[src/rtl/ahb_pkg.sv]
// ahb_pkg: shared encodings for the AHB-Lite master transaction engine
package ahb_pkg;
    typedef enum logic [1:0] {TR_IDLE = 2'b00, TR_BUSY = 2'b01, TR_NONSEQ = 2'b10, TR_SEQ = 2'b11} htrans_e;
    typedef enum logic [2:0] {
        OP_WR = 3'd0, OP_RD = 3'd1, OP_INCR4_WR = 3'd2,
        OP_WRAP4_WR = 3'd3, OP_INCR4_RD = 3'd4, OP_WRAP4_RD = 3'd5
    } op_e;
    localparam int BURST_LEN = 4;
    typedef enum logic [1:0] {S_IDLE, S_ADDR, S_SEQ, S_LASTDATA} state_e;
endpackage

[src/rtl/ahb_addr_gen.sv]
// ahb_addr_gen: next word address for INCR or 16-byte WRAP bursts
module ahb_addr_gen #(
    parameter int ADDR_W = 32
) (
    input  logic [ADDR_W-1:0] addr,
    input  logic              wrap,
    output logic [ADDR_W-1:0] next_addr
);
    always_comb next_addr = wrap ? {addr[ADDR_W-1:4], addr[3:0] + 4'd4} : addr + ADDR_W'(4);
endmodule

[src/rtl/ahb_txn_master.sv]
// ahb_txn_master: single/INCR4/WRAP4 AHB-Lite master with pipelined address and data phases
module ahb_txn_master #(
    parameter int ADDR_W     = 32,
    parameter int DATA_W     = 32,
    parameter int WDATA_STEP = 1
) (
    input  logic              hclk,
    input  logic              hresetn,
    input  logic              hr_readyout,
    input  logic [DATA_W-1:0] hr_data,
    output logic [ADDR_W-1:0] haddr,
    output logic [DATA_W-1:0] hwdata,
    output logic              hwrite,
    output logic              hready_in,
    output logic [1:0]        htrans,
    input  logic              cmd_valid,
    input  logic [2:0]        cmd_op,
    input  logic [ADDR_W-1:0] cmd_addr,
    input  logic [DATA_W-1:0] cmd_wdata,
    output logic              cmd_ready,
    output logic [DATA_W-1:0] rd_data,
    output logic              rd_valid,
    output logic              done
);
    import ahb_pkg::*;
    state_e state;
    logic wrap, burst;
    logic [1:0] cnt;
    logic [DATA_W-1:0] wd;
    logic [ADDR_W-1:0] next_addr;
    ahb_addr_gen #(.ADDR_W(ADDR_W)) u_addr_gen (.addr(haddr), .wrap(wrap), .next_addr(next_addr));
    always_ff @(posedge hclk or negedge hresetn) begin
        if (!hresetn) begin
            state     <= S_IDLE;
            htrans    <= TR_IDLE;
            haddr     <= '0;
            hwdata    <= '0;
            hwrite    <= 1'b0;
            hready_in <= 1'b0;
            cmd_ready <= 1'b0;
            rd_data   <= '0;
            rd_valid  <= 1'b0;
            done      <= 1'b0;
            wrap      <= 1'b0;
            burst     <= 1'b0;
            cnt       <= '0;
            wd        <= '0;
        end else begin
            hready_in <= 1'b1;
            rd_valid  <= 1'b0;
            done      <= 1'b0;
            // a data phase is in flight in every state past the first address phase
            if ((state == S_SEQ || state == S_LASTDATA) && hr_readyout && !hwrite) begin
                rd_data  <= hr_data;
                rd_valid <= 1'b1;
            end
            case (state)
                S_IDLE: begin
                    cmd_ready <= 1'b1;
                    if (cmd_valid && cmd_ready && cmd_op inside {OP_WR, OP_RD, OP_INCR4_WR, OP_WRAP4_WR, OP_INCR4_RD, OP_WRAP4_RD}) begin
                        state     <= S_ADDR;
                        cmd_ready <= 1'b0;
                        htrans    <= TR_NONSEQ;
                        haddr     <= cmd_addr & ~ADDR_W'(3);
                        hwrite    <= cmd_op inside {OP_WR, OP_INCR4_WR, OP_WRAP4_WR};
                        burst     <= !(cmd_op inside {OP_WR, OP_RD});
                        wrap      <= cmd_op inside {OP_WRAP4_WR, OP_WRAP4_RD};
                        wd        <= cmd_wdata;
                        cnt       <= '0;
                    end
                end
                S_ADDR, S_SEQ: if (hr_readyout) begin
                    if (hwrite) begin
                        hwdata <= wd;
                        wd     <= wd + DATA_W'(WDATA_STEP);
                    end
                    if (!burst || cnt == 2'(BURST_LEN - 1)) begin
                        htrans <= TR_IDLE;
                        state  <= S_LASTDATA;
                    end else begin
                        htrans <= TR_SEQ;
                        haddr  <= next_addr;
                        cnt    <= cnt + 2'd1;
                        state  <= S_SEQ;
                    end
                end
                default: if (hr_readyout) begin
                    state     <= S_IDLE;
                    done      <= 1'b1;
                    cmd_ready <= 1'b1;
                end
            endcase
        end
    end
endmodule

[config.mk]
export PLATFORM = sky130hd
export DESIGN_NAME = ahb_txn_master
export DESIGN_NICKNAME = d
export VERILOG_FILES = /design/src/rtl/ahb_pkg.sv /design/src/rtl/ahb_addr_gen.sv /design/src/rtl/ahb_txn_master.sv
export SDC_FILE = /design/constraint.sdc
export NUM_CORES = 1
export LEC_CHECK = 0
export ABC_AREA = 1
export CAP_MARGIN = 20
export CORE_MARGIN = 5
export CORE_UTILIZATION = 48
export DETAILED_ROUTE_END_ITERATION = 10
export PLACE_DENSITY_LB_ADDON = 0.05
export SETUP_SLACK_MARGIN = 0.02
export SYNTH_ARGS = -nofsm -noshare
export SYNTH_HDL_FRONTEND = slang
export SYNTH_SLANG_ARGS = --single-unit
[constraint.sdc]
create_clock -name hclk -period 1.9 [get_ports hclk]
set_input_delay 0.285 -clock hclk [delete_from_list [all_inputs] [get_ports hclk]]
set_output_delay 0.285 -clock hclk [all_outputs]
set_load 0.03 [all_outputs]
==> run metrics <==
R2R Setup Slk=approximately 120 ps; average cell area after synthesis=between 6 and 7 µm²; post-DP HPWL=roughly 17,000 µm; CTS H-tree depth=4; IO Count=between 200 and 250; Core Rows=46; Design Area, Final=between 10,000 and 15,000 µm²; clock latency at the later pin of the worst-skew pair=430 ps; Area Growth Syn to Fin=39.0%; DIE AREA=19,100 µm²; Mapped Cells=roughly 1,100; worst hold slack=roughly 330 ps; yosys warns=0; CP startpoint=haddr[8]; Setup crit end=haddr[8]; Setup-failing EPs final=0; Int Pwr=approximately 0.012 W; Flop pwr share=between 20 and 30%; PortBufs=approximately 200; Non-Filler Instances=1,580; register area=around 3500 µm²; root buffer cell=clkbuf_16; commonest non-fill, non-tap cell in the layout=nand2_1; crit-path max FO=5; largest net degree at the start of global routing=63; DRT iter0 DRCs=571; DP Cell Count=~1,500; chip width=between 100 and 150 µm; Worst R2R Path Depth=10; crit end category=output pin; initial antenna violation count=1; Post-DP Area=~10,000 µm²; logic depth of the worst path, buffers included=1; max_cap viols=0; Die H=138 µm; Nets=1,459; reg2reg start=state[1]; fraction of layout cells with a size suffix above 1=a little under 9%; DRC=0; Hold Crit Class=in2async; Rel. slew slack=a little over three fifths; setup slack after layout=60.7 ps; largest incremental delay on the critical path=710 ps; top cells by area, synth=dfrtp_1 44%, nand2_1 20%, nor2_1 7.4%, o21ai_0 5.4%, inv_1 4.9%; max-slew violation count=0; vias in the first global route=7,702; clk buf depth=2; Max VDD drop=about 1.2 mV; post-synthesis sequential area ratio=44.1%; Final Cycle Share=a little over nine tenths; area leader, netlist=dfrtp_1; commonest non-fill, non-tap cells in the layout=415 x nand2_1, 176 x clkdlybuf4s50_1, 154 x nor2_1; Multi-input gate area=about 3800 µm²; layout filler cell count=~1,400; worst slew pin tran=560 ps; Setup WS pre-CTS=-31.8 ps; maximum operating frequency=544 MHz; GP Congestion=about 0.93; FF+latch count, synth=around 140; gr usage total=about a quarter; DR pass1 iterations=5; worst path required time=approximately 1600 ps; WS Path Type=reg2out; CTS buffer count=17; Routed Wire Length=approximately 23,000 µm; clk_skew=a little over 8 ps; Clock power frac=roughly 15%; CTS tree=yes; Sink Count=between 100 and 150; Worst Setup Start Kind=register; area fraction of the dominant cell type after synthesis=~44%; vias per cell=5.01; first-pass GRT wire length=approximately 38,000 µm; Sw Share=48.1%; post-route ant nets=0; CP cell instances=clkdlybuf4s50_1; arrival time worst endpoint=about 1600 ps; Hold Fails Final Rpt=0; CP bufs+invs=1; crit path time final=1840 ps; Netlist cell types=35; synthesized cell area=7900 µm²; status=complete, no violations; gr ovfl total=0; Worst path top cell family by delay=buffers and inverters; reg2reg end=wd[22]; Wirelength per Cell=14.6 µm; via count=7,922; Reg clk slew, reported paths=roughly 60 ps; P_leak=5.32 nW; Gate power share=approximately 59%; Initial Util=about half; Psw=roughly 0.011 W; CORE AREA=roughly 16,000 µm²; critical path's slowest cell=clkdlybuf4s50_1; power density over the cells=2020 nW/µm²
[sequential cells by signal, summed over array words and instances, names as in the netlist]
signal / cells
haddr: 30
state: 2
htrans: 2
rd_valid: 1
rd_data: 32
hwrite: 1
cmd_ready: 1
done: 1
cnt: 2
wrap: 1
wd: 32
hwdata: 32
hready_in: 1
burst: 1
[layer usage]
metal  vias up  global-route usage (%)  part of all wire (%)
met4         0                    9.62                   2.7
li1       3992                       -                     -
met2       274                    39.8                    49
met5         -                       0                     0
met3        39                    4.07                   5.3
met1      3617                    30.2                    43
[power groups by stage]
stage / clock network [W] / logic, W / registers, W
2_1_floorplan: 0 / 0.00659 / 0.00738
3_3_place_gp: 0 / 0.0124 / 0.00568
3_5_place_dp: 0 / 0.0126 / 0.00570
4_1_cts: 0.00341 / 0.0127 / 0.00568
5_1_grt: 0.00355 / 0.0145 / 0.00591
6_report: 0.00337 / 0.0131 / 0.00570
[logic make-up (layout without fill, tap and decap cells)]
group,count (synthesis),count (layout),share of synthesized area [%]
and+or+nand+nor,679,679,35.5
DFF,139,139,44.1
muxes,5,5,0.713
adders and majority gates,6,6,0.951
xor gates and xnor gates,1,1,0.111
buffers and inverters,150,378,8.29
other,2,4,0.0951
AOI/OAI and AO/OA,152,152,10.3
[cell usage after synthesis (all sizes together)]
master	count
a21o	1
conb	2
o22ai	1
a21boi	11
mux2	5
o21a	1
o21ai	95
nand4	6
a21oi	34
nor3	3
inv	111
buf	29
ha	6
clkbuf	10
nand3	67
a31oi	1
a22oi	3
nand2	431
nor2	170
o31ai	3
o211ai	2
or2	2
xor2	1
dfrtp	139
[final cells by class]
class	count	share of cell area, %
repair buffers	235	21.8
flip-flops and latches	139	31.7
diodes	1	0.0228
multi-input cells	846	34.7
well taps	216	2.46
clock inverters	13	1.30
inverters	111	3.90
clock buffers	19	4.13
[what timing repair did]
action	in CTS	in global routing
resized for setup	15	21
endpoints found under the setup margin	34	69
cloned	0	2
hold buffers	1	0
pin swaps	0	1
buffers inserted	0	3
hold endpoints to repair	34	0
[stage by stage]
step / util [%] / power (W) / setup TNS, ps
after global routing: 68.6 / 0.0240 / -21.9
after floorplan: - / 0.0140 / 0
after CTS: 67.8 / 0.0218 / 0
after global placement: 64.0 / 0.0181 / 0
after detailed placement: 64.0 / 0.0183 / -134
final: 68.6 / 0.0222 / 0
[worst min path at each step]
stage	from	endpoint	slack, ps	cells past startpoint
floorplan	hresetn	burst	-10	0
global route	hresetn	rd_data[26]	380	2
finish	hresetn	rd_data[26]	330	2
CTS	hresetn	rd_data[26]	320	2
global placement	hresetn	rd_data[26]	210	1
detailed placement	hresetn	rd_data[26]	210	1
Note: power is estimated with default switching activity, not from simulation.
